===== config.mk =====
export PLATFORM = sky130hd
export DESIGN_NAME = encoder_speed_meter_flat
export DESIGN_NICKNAME = d
export VERILOG_FILES = /design/src/rtl/encoder_speed_meter_if.sv /design/src/rtl/encoder_speed_meter.sv /design/src/flat_wrapper.sv
export SDC_FILE = /design/constraint.sdc
export NUM_CORES = 1
export LEC_CHECK = 0
export CAP_MARGIN = 10
export CORE_MARGIN = 5
export CORE_UTILIZATION = 49
export DETAILED_ROUTE_END_ITERATION = 12
export PLACE_DENSITY = 0.69
export SLEW_MARGIN = 20
export SYNTH_ARGS = -nofsm -noshare
export SYNTH_HDL_FRONTEND = slang
export SYNTH_SLANG_ARGS = --single-unit

===== constraint.sdc =====
create_clock -name clock -period 6.3 [get_ports clock]
set_input_delay 1.26 -clock clock [delete_from_list [all_inputs] [get_ports clock]]
set_output_delay 1.26 -clock clock [all_outputs]
set_load 0.1 [all_outputs]

===== src/rtl/encoder_speed_meter_if.sv =====
// -----------------------------------------------------------------------------
// encoder_speed_meter_if
//   Bundles the control inputs, raw sensor inputs and latched measurement
//   outputs of encoder_speed_meter. Clock and reset stay plain module ports.
//
//   Signals
//     enable  master->slave  1 = measuring, 0 = freeze timing / clear accumulators
//     mode    master->slave  0 = unsigned SA rising-edge count, 1 = signed quadrature
//     sa      master->slave  raw SA per channel (asynchronous)
//     sb      master->slave  raw SB per channel (asynchronous)
//     count   slave->master  latched window counts, channel i at [i*CNT_W +: CNT_W]
//     dir     slave->master  1 = latched count negative (signed mode only)
//     ovf     slave->master  1 = channel saturated during the latched window
//     valid   slave->master  one-clock pulse when count/dir/ovf update
// -----------------------------------------------------------------------------
interface encoder_speed_meter_if #(
    parameter int NUM_CH = 2,
    parameter int CNT_W  = 16
);
    logic                    enable;
    logic                    mode;
    logic [NUM_CH-1:0]       sa;
    logic [NUM_CH-1:0]       sb;
    logic [NUM_CH*CNT_W-1:0] count;
    logic [NUM_CH-1:0]       dir;
    logic [NUM_CH-1:0]       ovf;
    logic                    valid;

    modport master (
        output enable, mode, sa, sb,
        input  count, dir, ovf, valid
    );

    modport slave (
        input  enable, mode, sa, sb,
        output count, dir, ovf, valid
    );
endinterface


===== src/rtl/encoder_speed_meter.sv =====
// -----------------------------------------------------------------------------
// encoder_speed_meter
//   Multi-channel Hall/encoder speed meter. Each channel synchronises and
//   glitch-filters its SA/SB inputs on a prescaled sample tick, counts filtered
//   SA rising edges over a fixed gate window, and publishes a saturating count
//   per window together with a one-clock valid strobe.
//
//   Ports
//     clock     in   system clock
//     reset     in   synchronous, active-low reset
//     meter_if  slave modport of encoder_speed_meter_if
//                 enable, mode, sa, sb   : inputs
//                 count, dir, ovf, valid : registered outputs
// -----------------------------------------------------------------------------
module encoder_speed_meter #(
    parameter int NUM_CH     = 2,
    parameter int CNT_W      = 16,
    parameter int PRESCALE   = 100,
    parameter int GATE_TICKS = 170455,
    parameter int FILT_LEN   = 3
) (
    input  logic                  clock,
    input  logic                  reset,
    encoder_speed_meter_if.slave  meter_if
);

    localparam int PRESC_W = $clog2(PRESCALE);
    localparam int GATE_W  = $clog2(GATE_TICKS);
    localparam int RUN_W   = (FILT_LEN > 1) ? $clog2(FILT_LEN) : 1;

    localparam logic [PRESC_W-1:0] PRESC_RELOAD = PRESC_W'(PRESCALE - 1);
    localparam logic [GATE_W-1:0]  GATE_LAST    = GATE_W'(GATE_TICKS - 1);
    // The run counter only needs to reach FILT_LEN-1: the next differing
    // sample is the one that completes the run.
    localparam logic [RUN_W-1:0]   RUN_LAST     = RUN_W'(FILT_LEN - 1);

    localparam logic [CNT_W-1:0] UMAX = {CNT_W{1'b1}};
    localparam logic [CNT_W-1:0] SMAX = {1'b0, {(CNT_W-1){1'b1}}};
    localparam logic [CNT_W-1:0] SMIN = {1'b1, {(CNT_W-1){1'b0}}};

    // One saturating accumulator step. Result is {sat_hit, next_acc}.
    // In unsigned mode the limit is all-ones; in signed mode it is the
    // two's-complement extreme in the direction of travel.
    function automatic logic [CNT_W:0] acc_step(
        input logic [CNT_W-1:0] acc,
        input logic             up,
        input logic             sgn
    );
        logic [CNT_W-1:0] lim;
        lim = !sgn ? UMAX : (up ? SMAX : SMIN);
        if (acc == lim) begin
            acc_step = {1'b1, acc};
        end else begin
            acc_step = {1'b0, (up ? acc + 1'b1 : acc - 1'b1)};
        end
    endfunction

    // Timing state
    logic [PRESC_W-1:0] presc_q, presc_d;
    logic [GATE_W-1:0]  gate_q, gate_d;
    logic               mode_q, mode_d;
    logic               tick;
    logic               win_end;

    // Input synchronisers
    logic [NUM_CH-1:0] sa_meta_q, sa_sync_q;
    logic [NUM_CH-1:0] sb_meta_q, sb_sync_q;

    // Glitch filters
    logic [NUM_CH-1:0] sa_filt_q, sa_filt_d;
    logic [NUM_CH-1:0] sb_filt_q, sb_filt_d;
    logic [RUN_W-1:0]  sa_run_q [NUM_CH];
    logic [RUN_W-1:0]  sa_run_d [NUM_CH];
    logic [RUN_W-1:0]  sb_run_q [NUM_CH];
    logic [RUN_W-1:0]  sb_run_d [NUM_CH];
    logic [NUM_CH-1:0] rise;

    // Accumulators
    logic [CNT_W-1:0]  acc_q    [NUM_CH];
    logic [CNT_W-1:0]  acc_d    [NUM_CH];
    logic [CNT_W-1:0]  acc_nx   [NUM_CH];
    logic [CNT_W:0]    step_res [NUM_CH];
    logic [NUM_CH-1:0] sat_q, sat_d, sat_nx;

    // Published results
    logic [NUM_CH*CNT_W-1:0] count_q, count_d;
    logic [NUM_CH-1:0]       dir_q, dir_d;
    logic [NUM_CH-1:0]       ovf_q, ovf_d;
    logic                    valid_q, valid_d;

    assign tick    = meter_if.enable && (presc_q == '0);
    assign win_end = tick && (gate_q == GATE_LAST);

    always_comb begin
        presc_d = presc_q;
        if (meter_if.enable) begin
            presc_d = (presc_q == '0) ? PRESC_RELOAD : presc_q - 1'b1;
        end

        gate_d = gate_q;
        if (tick) begin
            gate_d = win_end ? '0 : gate_q + 1'b1;
        end

        mode_d  = win_end ? meter_if.mode : mode_q;
        valid_d = win_end;

        count_d = count_q;
        dir_d   = dir_q;
        ovf_d   = ovf_q;

        for (int i = 0; i < NUM_CH; i++) begin
            // Filters advance only on ticks; a level is accepted after
            // FILT_LEN consecutive differing samples.
            sa_filt_d[i] = sa_filt_q[i];
            sa_run_d[i]  = sa_run_q[i];
            sb_filt_d[i] = sb_filt_q[i];
            sb_run_d[i]  = sb_run_q[i];
            if (tick) begin
                if (sa_sync_q[i] != sa_filt_q[i]) begin
                    if (sa_run_q[i] == RUN_LAST) begin
                        sa_filt_d[i] = sa_sync_q[i];
                        sa_run_d[i]  = '0;
                    end else begin
                        sa_run_d[i]  = sa_run_q[i] + 1'b1;
                    end
                end else begin
                    sa_run_d[i] = '0;
                end

                if (sb_sync_q[i] != sb_filt_q[i]) begin
                    if (sb_run_q[i] == RUN_LAST) begin
                        sb_filt_d[i] = sb_sync_q[i];
                        sb_run_d[i]  = '0;
                    end else begin
                        sb_run_d[i]  = sb_run_q[i] + 1'b1;
                    end
                end else begin
                    sb_run_d[i] = '0;
                end
            end

            rise[i] = tick && !sa_filt_q[i] && sa_filt_d[i];

            // Direction uses the SB level as filtered on this same tick.
            step_res[i] = acc_step(acc_q[i], !(mode_q && sb_filt_d[i]), mode_q);
            acc_nx[i]   = acc_q[i];
            sat_nx[i]   = sat_q[i];
            if (rise[i]) begin
                acc_nx[i] = step_res[i][CNT_W-1:0];
                sat_nx[i] = sat_q[i] | step_res[i][CNT_W];
            end

            // The window-end latch takes the post-edge value so an edge on
            // the final tick belongs to the closing window.
            if (win_end) begin
                count_d[i*CNT_W +: CNT_W] = acc_nx[i];
                ovf_d[i]                  = sat_nx[i];
                dir_d[i]                  = mode_q & acc_nx[i][CNT_W-1];
            end

            if (!meter_if.enable || win_end) begin
                acc_d[i] = '0;
                sat_d[i] = 1'b0;
            end else begin
                acc_d[i] = acc_nx[i];
                sat_d[i] = sat_nx[i];
            end
        end
    end

    always_ff @(posedge clock) begin
        if (!reset) begin
            presc_q   <= PRESC_RELOAD;
            gate_q    <= '0;
            mode_q    <= meter_if.mode;
            sa_meta_q <= '0;
            sa_sync_q <= '0;
            sb_meta_q <= '0;
            sb_sync_q <= '0;
            sa_filt_q <= '0;
            sb_filt_q <= '0;
            sat_q     <= '0;
            count_q   <= '0;
            dir_q     <= '0;
            ovf_q     <= '0;
            valid_q   <= 1'b0;
            for (int i = 0; i < NUM_CH; i++) begin
                sa_run_q[i] <= '0;
                sb_run_q[i] <= '0;
                acc_q[i]    <= '0;
            end
        end else begin
            presc_q   <= presc_d;
            gate_q    <= gate_d;
            mode_q    <= mode_d;
            sa_meta_q <= meter_if.sa;
            sa_sync_q <= sa_meta_q;
            sb_meta_q <= meter_if.sb;
            sb_sync_q <= sb_meta_q;
            sa_filt_q <= sa_filt_d;
            sb_filt_q <= sb_filt_d;
            sat_q     <= sat_d;
            count_q   <= count_d;
            dir_q     <= dir_d;
            ovf_q     <= ovf_d;
            valid_q   <= valid_d;
            for (int i = 0; i < NUM_CH; i++) begin
                sa_run_q[i] <= sa_run_d[i];
                sb_run_q[i] <= sb_run_d[i];
                acc_q[i]    <= acc_d[i];
            end
        end
    end

    assign meter_if.count = count_q;
    assign meter_if.dir   = dir_q;
    assign meter_if.ovf   = ovf_q;
    assign meter_if.valid = valid_q;

endmodule

===== src/flat_wrapper.sv =====
// flat-port wrapper written by rule: the top's interface ports become plain ports
module encoder_speed_meter_flat 
#(
    parameter int NUM_CH     = 2,
    parameter int CNT_W      = 16,
    parameter int PRESCALE   = 100,
    parameter int GATE_TICKS = 170455,
    parameter int FILT_LEN   = 3
)
  (clock, reset, meter_if_enable, meter_if_mode, meter_if_sa, meter_if_sb, meter_if_count, meter_if_dir, meter_if_ovf, meter_if_valid);
  encoder_speed_meter_if #(.NUM_CH(NUM_CH), .CNT_W(CNT_W)) meter_if_i ();
  input  logic clock;
  input  logic reset;
  input wire logic [$bits(meter_if_i.enable)-1:0] meter_if_enable;
  input wire logic [$bits(meter_if_i.mode)-1:0] meter_if_mode;
  input wire logic [$bits(meter_if_i.sa)-1:0] meter_if_sa;
  input wire logic [$bits(meter_if_i.sb)-1:0] meter_if_sb;
  output wire logic [$bits(meter_if_i.count)-1:0] meter_if_count;
  output wire logic [$bits(meter_if_i.dir)-1:0] meter_if_dir;
  output wire logic [$bits(meter_if_i.ovf)-1:0] meter_if_ovf;
  output wire logic [$bits(meter_if_i.valid)-1:0] meter_if_valid;
  assign meter_if_i.enable = meter_if_enable;
  assign meter_if_i.mode = meter_if_mode;
  assign meter_if_i.sa = meter_if_sa;
  assign meter_if_i.sb = meter_if_sb;
  assign meter_if_count = meter_if_i.count;
  assign meter_if_dir = meter_if_i.dir;
  assign meter_if_ovf = meter_if_i.ovf;
  assign meter_if_valid = meter_if_i.valid;
  encoder_speed_meter #(.NUM_CH(NUM_CH), .CNT_W(CNT_W), .PRESCALE(PRESCALE), .GATE_TICKS(GATE_TICKS), .FILT_LEN(FILT_LEN)) u_core (.clock(clock), .reset(reset), .meter_if(meter_if_i));
endmodule

# Yosys cells after proc, flatten, opt, wreduce, memory -nomap -nowiden
# Memories as Yosys holds them, arrays and structs flattened.
# Cells that the tools add are included.
# classes
n_addsub	10
eq_ne	12
muxes	50
n_bitwise	11
n_reduce_logical	14
# op_table
operator	count
$mux W16	12
$mux W17	2
$add A16 B1 Y16 const B	2
$eq A16 B16 Y1	2
$mux W2	16
$sub A16 B1 Y16 const B	2
$add A18 B1 Y18 const B	1
$eq A18 B18 Y1 const B	1
$mux W1	18
$mux W18	1
$add A2 B1 Y2 const B	4
$eq A2 B2 Y1 const B	4
$logic_and A1 B1 Y1	8
$or A1 B1 Y1	8
$logic_not A7 Y1	1
$mux W7	1
$sub A7 B1 Y7 const B	1
$ne A1 B1 Y1	4
$logic_not A1 Y1	3
$and A1 B1 Y1	2
$ne A2 B1 Y1 const B	1
$reduce_or A2 Y1	1
$logic_or A1 B1 Y1	1
$not A1 Y1	1
# word_totals
regBits	77
mem_bits_rw	40
in_bits	8
output_inout_bits	37
n_memories	3
# mem_list
name	words	width	read_ports	rd_ports_with_merged_regs	wr	line	rtl
u_core.acc_q	2	16	2	0	2	encoder_speed_meter.sv:79	logic [CNT_W-1:0] acc_q [NUM_CH];
u_core.sa_run_q	2	2	2	0	2	encoder_speed_meter.sv:72	logic [RUN_W-1:0] sa_run_q [NUM_CH];
u_core.sb_run_q	2	2	2	0	2	encoder_speed_meter.sv:74	logic [RUN_W-1:0] sb_run_q [NUM_CH];

# Depth between registers and ports, before layout
# Gate-level depths: netlist of the first run.
# depth
ltp_word	12
mapped_depth	17

# Worst setup path before layout of the first run
# Ideal clock, no wire load.
# synth_path
path_type	input -> register
from	input port meter_if_enable
to	register u_core.count_q[11] (netlist: u_core.meter_if.count[11])
setup_time_ps	133
t_arrival_ps	4810
t_required_ps	6167
setup_slack_ps	1357
stages	16
path_buffers	3
path_cell_list	clkbuf_1 -> nand3b_1 -> nor4_4 -> mux2i_2 -> and2b_1 -> ha_1 -> clkbuf_1 -> nand4_1 -> or4_1 -> nor3_1 -> nand2_1 -> o311ai_4 -> buf_6 -> nor2_1 -> a21oi_2 -> a21oi_1
# synth_via
elab_chain_cells	8
# synth_rtl
item	line	rtl
from (decl)	flat_wrapper.sv:14	input wire logic [$bits(meter_if_i.enable)-1:0] meter_if_enable;
$logic_and A1 B1 Y1 *	encoder_speed_meter.sv:91	assign tick = meter_if.enable && (presc_q == '0);
$mux W1	encoder_speed_meter.sv:119	if (tick) begin
$logic_and A1 B1 Y1	encoder_speed_meter.sv:146	step_res[i] = acc_step(acc_q[i], !(mode_q && sb_filt_d[i]), mode_q);
$mux W16 (2 in a row)	encoder_speed_meter.sv:50	lim = !sgn ? UMAX : (up ? SMAX : SMIN);
$eq A16 B16 Y1	encoder_speed_meter.sv:51	if (acc == lim) begin
$mux W17	encoder_speed_meter.sv:51	
$mux W16	encoder_speed_meter.sv:149	if (rise[i]) begin
to (signal assigned)	encoder_speed_meter.sv:204	count_q <= count_d;
to (decl)	encoder_speed_meter.sv:86	logic [NUM_CH*CNT_W-1:0] count_q, count_d;
# Mark *: on every way between the ends. The rest lies on a longest branch, timed or not.
# A chain may end at the register's enable or synchronous reset.

# Worst setup path in the final report of the first run
# layout_path
from	input port meter_if_enable
to	register u_core.count_q[6] (netlist: u_core.meter_if.count[6])
# Same word-level chain as after synthesis.

==> results of run 1 <==
## sequential cells by signal, summed over array words and instances (netlist names), 4 cells and up
name and count:
u_core.acc_q 32, u_core.meter_if.count 32, u_core.gate_q 18, u_core.presc_q 7
u_core.sa_run_q 4, u_core.sb_run_q 4
## cells by family (layout without fill, tap and decap cells)
group                      count (synthesis)  in the layout  share of synthesized area, %
AOI/OAI and AO/OA                        159            159                          16.8
xor gates and xnor gates                  53             53                          7.93
adders and majority gates                 34             34                          7.53
buffers and inverters                     43            103                          2.93
DFF                                      117            117                          40.2
muxes                                     23             23                          4.00
and+or+nand+nor                          251            251                          20.6
## per-stage QoR
step,worst slack (ns),cells
global placement,0.700,855
CTS,0.930,887
global route,0.613,887
floorplan,1.36,680
finish,0.900,887
detailed placement,0.540,855
## path summary, 6_finish.rpt
path / startpoint / to / slack [ns] / depth (start not counted)
worst max-delay path: meter_if_enable / u_core.meter_if.count[6] / 0.90 / 13
worst min-delay path: u_core.sa_meta_q[0] / u_core.sa_sync_q[0] / 0.43 / 1
worst max register to register: u_core.presc_q[2] / u_core.meter_if.count[6] / 1.55 / 12
worst min register to register: u_core.sa_meta_q[0] / u_core.sa_sync_q[0] / 0.43 / 1
## worst max-delay path, cell delays in order
cell             delay (ns)
clkdlybuf4s50_1        0.61
nand3b_1               0.20
nor4_4                 0.19
mux2i_2                0.25
buf_4                  0.19
and2b_1                0.44
ha_1                   0.52
nand4_1                0.19
or4_1                  0.67
o311ai_4               0.69
nor2_1                 0.13
a21oi_1                0.21
o21ai_1                0.10
## layout make-up
cell class / count / area, µm² / area share [%]
sequential: 117 / 2350 / 33.1
tap: 147 / 184 / 2.59
multi-input combinational: 520 / 3330 / 46.9
inverter: 19 / 71.3 / 1.00
clock buffer: 18 / 429 / 6.05
timing repair buffer: 52 / 500 / 7.05
clock inverter: 14 / 231 / 3.26
## cells in the mapped netlist, types with 4 or more instances
| cell | n |
|---|---|
| nand4_1 | 13 |
| a21oi_1 | 50 |
| ha_1 | 32 |
| clkbuf_1 | 21 |
| and3_1 | 4 |
| o21ai_0 | 37 |
| dfxtp_1 | 116 |
| xnor2_1 | 32 |
| and2_1 | 9 |
| a21o_1 | 17 |
| inv_1 | 17 |
| a211oi_1 | 8 |
| nand3b_1 | 5 |
| xor2_1 | 21 |
| nor3_1 | 11 |
| a22oi_1 | 5 |
| nor4_1 | 4 |
| nand3_1 | 15 |
| o21a_1 | 8 |
| nand2_1 | 67 |
| or3_1 | 4 |
| mux2i_1 | 22 |
| o21ai_1 | 9 |
| nor2_1 | 93 |
| nor2b_1 | 7 |
## metal layers
layer,track usage [%],vias up,share of wire [%]
li1,-,2476,-
met4,8.18,0,1.6
met2,31.0,84,46
met5,0,-,0
met3,5.89,13,4.2
met1,23.8,2314,48
## power groups by stage
stage | clock network, W | logic [W] | registers (W)
2_1_floorplan | 0 | 0.0000189 | 0.000764
3_3_place_gp | 0 | 0.0000289 | 0.000766
3_5_place_dp | 0 | 0.0000294 | 0.000766
4_1_cts | 0.00110 | 0.0000296 | 0.000751
5_1_grt | 0.00114 | 0.0000324 | 0.000751
6_report | 0.00108 | 0.0000289 | 0.000751
==> metrics.txt, run 1 <==
Finish-stage setup viols 0; switching share of total power 19.6%; kind of start point of the critical path primary input; post-detailed-placement cell area 6440 µm²; buffer count from post-CTS setup fixing 0; antenna violations before repair 0; internal cell power 0.00150 W; Buffers on Ports 44; level count of the clock H-tree 4; total count of hold-check failures in the final report 0; total nets after synthesis 722; leading register cell type out of synthesis dfxtp_1; leakage power figure 2.80 nW; average detailed-routed wire length per instance 14.5 µm; post-route core utilization 59.9%; clk sink count 117; number of distinct library cells after synthesis 58; number of design rule violations left after detail routing 0; sequential element share of the synthesized area 40.2%; Iter 0 DRT Violations 214; number of buffers on the longest clock path 2; Tightest Hold Check Type register to register; Die Y-Extent 119 µm; unrepaired setup endpoints after global routing false; Post-CTS Hold Fix Bufs 0; largest clock skew in the final design 0.0135 ns; Total Die Area 14200 µm²; Detailed Route WL 12900 µm; CP Data Arrival Time 5.67 ns; clock transition at the registers of the reported paths 0.05 ns; relative area change from synthesis to final layout 21.3%; Die X-Extent 119 µm; cell at the root of the clock tree clkbuf_16; via count of the routed design 4887; number of global-route vias before repair 4852; HPWL after detailed placement 9040 µm; flip-flop and latch count after synthesis 117; total negative slack 0 ns; clock buffers created by TritonCTS 17; post-route cell area 7100 µm²; number of max-slew violations in the final report 0; worst setup path class primary input to register; maximum net fanout on the critical path 18; fillcell total 1028; DR vias/cell 5.51; Worst Max-Slew Pin Slew 0.987 ns; ratio of total power to cell area 262 nW/µm²; count of standard-cell rows 40; antenna diode count 0; headroom to the max-slew limit 34.0%; dominant cell type by area after synthesis dfxtp_1; minimum clock period after layout 5.40 ns; cell types with the largest area share after synthesis dfxtp_1 (40%), ha_1 (6.8%), nor2_1 (6.0%), xnor2_1 (4.8%), nand2_1 (4.3%); most frequent cells in the layout dfxtp_1 (116), nor2_1 (92), nand2_1 (67), a21oi_1 (50), clkdlybuf4s50_1 (44); worst slack on hold paths 0.430 ns; TritonRoute pass-1 iters 4; Clock Power Share 58.1%; TritonCTS clock tree done; initial core utilization 49.3%; Gate Count Post-Synth 680; critical path required time 6.57 ns; share of final-layout standard cells stronger than drive strength 1 7.16%; weighted congestion at the end of routability-driven global placement 0.888; area fraction of the dominant cell type after synthesis 39.7%; proportion of synthesized flip-flops having asynchronous set or reset 0%; clk_lat worst skew 0.42 ns; status finished, final reports clean; wire length of the first global-routing pass 22200 µm; Sw Pwr 0.000364 W; CTS resizes 0; number of nets in the final layout 769; remaining number of nets flagged by the antenna check after routing 0; area of the mapped netlist 5850 µm²; number of maximum-capacitance violations 0; number of enable-type register cells in the synthesized netlist 1; fin crit share 85.7%; IO Count 45; number of warning messages in the yosys log 0; portion of total power attributed to sequential cells 40.4%; combinational share of power 1.6%; mean cell area of the mapped netlist 8.61 µm²; GRT overflow 0; total power 0.00186 W; All-Layer GR Usage 19.3%; commonest non-fill, non-tap cell in the layout dfxtp_1; pin count of the biggest net entering global routing 27; Max Clk Rate 185 MHz; placeable core region 11900 µm²; type of destination of the critical path register; Peak VDD IR 0.233 mV
Note: power is estimated with default switching activity, not from simulation.
==> inputs of run 2 (changes only) <==
--- a/config.mk
+++ b/config.mk
@@ -14,3 +14,4 @@
 export SYNTH_ARGS = -nofsm -noshare
 export SYNTH_HDL_FRONTEND = slang
 export SYNTH_SLANG_ARGS = --single-unit
+export TNS_END_PERCENT = 5
==> results of run 2 <==
Same layout as run 1: the final DEF is identical, and so are final timing and power.
==> inputs of run 3 (changes only) <==
--- a/config.mk
+++ b/config.mk
@@ -6,10 +6,12 @@
 export NUM_CORES = 1
 export LEC_CHECK = 0
 export CAP_MARGIN = 10
+export CELL_PAD_IN_SITES_DETAIL_PLACEMENT = 0
+export CELL_PAD_IN_SITES_GLOBAL_PLACEMENT = 1
 export CORE_MARGIN = 5
-export CORE_UTILIZATION = 49
+export CORE_UTILIZATION = 45
 export DETAILED_ROUTE_END_ITERATION = 12
-export PLACE_DENSITY = 0.69
+export PLACE_DENSITY = 0.8
 export SLEW_MARGIN = 20
 export SYNTH_ARGS = -nofsm -noshare
 export SYNTH_HDL_FRONTEND = slang
==> run 3 against run 2 <==
Non-clock buffer count increased by 3. First-iteration DRC count increased by 52%. Largest cell class unchanged. Fmax increased by 0.50%. Highest routed layer unchanged. Via count decreased by 0.70%.
==> metrics.txt, run 3 (synthesis gave the netlist of run 1 again) <==
Post-CTS Hold Fix Bufs 0 (unchanged); headroom to the max-slew limit 33.5% (-0.46 points); worst setup path class primary input to register; minimum clock period after layout 5.37 ns (-0.0269 ns); CP Data Arrival Time 5.70 ns (+0.03 ns); most frequent cells in the layout dfxtp_1 (116), nor2_1 (92), nand2_1 (67), a21oi_1 (50), clkdlybuf4s50_1 (44); clk_lat worst skew 0.43 ns (about the same); number of nets in the final layout 772 (+0.39%); CTS resizes 0 (unchanged); Iter 0 DRT Violations 325 (+52%); commonest non-fill, non-tap cell in the layout dfxtp_1; status finished, final reports clean; pin count of the biggest net entering global routing 35 (+30%); Die Y-Extent 124 µm (+4.0%); cell at the root of the clock tree clkbuf_16; clock transition at the registers of the reported paths 0.05 ns (about the same); TritonRoute pass-1 iters 4 (unchanged); share of final-layout standard cells stronger than drive strength 1 7.13% (-0.029 points); fillcell total 1173 (+14%); Detailed Route WL 13400 µm (+3.8%); IO Count 45 (unchanged); level count of the clock H-tree 4 (unchanged); number of maximum-capacitance violations 0 (unchanged); leakage power figure 2.77 nW (-1.1%); GRT overflow 0 (unchanged); placeable core region 12700 µm² (+6.8%); ratio of total power to cell area 244 nW/µm² (-6.8%); weighted congestion at the end of routability-driven global placement 0.884 (-0.46%); Buffers on Ports 44 (unchanged); type of destination of the critical path register; total power 0.00173 W (-7.2%); initial core utilization 46.2% (-3.2 points); maximum net fanout on the critical path 18 (unchanged); Max Clk Rate 186 MHz (+0.50%); clock buffers created by TritonCTS 17 (unchanged); number of max-slew violations in the final report 0 (unchanged); total negative slack 0 ns (unchanged); kind of start point of the critical path primary input; DR vias/cell 5.30 (-3.7%); number of design rule violations left after detail routing 0 (unchanged); number of buffers on the longest clock path 2 (unchanged); remaining number of nets flagged by the antenna check after routing 0 (unchanged); via count of the routed design 4853 (-0.70%); unrepaired setup endpoints after global routing false; TritonCTS clock tree done; wire length of the first global-routing pass 22700 µm (+2.4%); total count of hold-check failures in the final report 0 (unchanged); All-Layer GR Usage 19.0% (-0.27 points); average detailed-routed wire length per instance 14.6 µm (+0.59%); relative area change from synthesis to final layout 20.9%; Die X-Extent 124 µm (+4.0%); Worst Max-Slew Pin Slew 0.995 ns (+0.00753 ns); antenna diode count 0 (unchanged); fin crit share 85.3% (-0.43 points); count of standard-cell rows 41 (+2.5%); Tightest Hold Check Type register to register; Peak VDD IR 0.174 mV (-25%); Total Die Area 15400 µm² (+8.1%); largest clock skew in the final design 0.0133 ns (-0.000211 ns); critical path required time 6.62 ns (+0.05 ns); antenna violations before repair 0 (unchanged); buffer count from post-CTS setup fixing 0 (unchanged); Finish-stage setup viols 0 (unchanged); HPWL after detailed placement 9200 µm (+1.7%); clk sink count 117 (unchanged); number of global-route vias before repair 4799 (-1.1%)
## run 3: cell types whose count changed in the layout (fill, tap and decap cells not counted), sizes merged
cell      before  now
clkbuf        18   24
bufinv         6    2
buf            8   11
clkinv         8    6
clkinvlp       1    2
inv           18   17
## run 3: power by group
group	switching, W	internal (W)
Combinational	0.0000187	0.0000115
Sequential	0.00000509	0.000746
Clock	0.000334	0.000611
Total	0.000358	0.00137
## run 3: layer usage
metal | track usage (%) | share of wire, %
met2 | 29.9 | 45
met4 | 7.39 | 1.7
met1 | 24.3 | 48
met3 | 5.95 | 4.4
met5 | 0 | 0
## run 3: stage by stage
stage / setup WS, ns / std cells / utilization [%] / cell area [µm²] / hold slack, ns
6_report: 0.926 / 915 / 55.8 / 7070 / 0.432
4_1_cts: 0.949 / 915 / 55.8 / 7070 / 0.440
5_1_grt: 0.597 / 915 / 55.8 / 7070 / 0.461
3_5_place_dp: 0.548 / 883 / 51.2 / 6490 / 0.426
2_1_floorplan: 1.36 / 680 / - / 5850 / 0.412
3_3_place_gp: 0.692 / 883 / 51.2 / 6490 / 0.427
## run 3: worst paths after layout
check	slack [ns]	startpoint	depth (start not counted)	end
worst max-delay path	0.93	meter_if_enable	13	u_core.meter_if.count[7]
worst min-delay path	0.43	u_core.sb_meta_q[0]	1	u_core.sb_sync_q[0]
worst max register to register	1.56	u_core.presc_q[2]	12	u_core.meter_if.count[7]
worst min register to register	0.43	u_core.sb_meta_q[0]	1	u_core.sb_sync_q[0]
## run 3: cell type report
| class | count | area, µm² | area share [%] |
|---|---|---|---|
| clock buffers | 24 | 482 | 6.81 |
| clock inverters | 8 | 98.8 | 1.40 |
| inverters | 19 | 71.3 | 1.01 |
| multi-input cells | 520 | 3330 | 47.1 |
| flip-flops and latches | 117 | 2350 | 33.3 |
| well taps | 172 | 215 | 3.04 |
| repair buffers | 55 | 523 | 7.39 |
## run 3: worst max-delay path: stages
cell and delay [ns]:
clkdlybuf4s50_1 0.61, nand3b_1 0.18, nor4_4 0.19, mux2i_2 0.23, buf_4 0.18, and2b_1 0.44, ha_1 0.55, nand4_1 0.20
or4_1 0.65, o311ai_4 0.71, buf_4 0.25, a21oi_2 0.06, o22ai_1 0.17
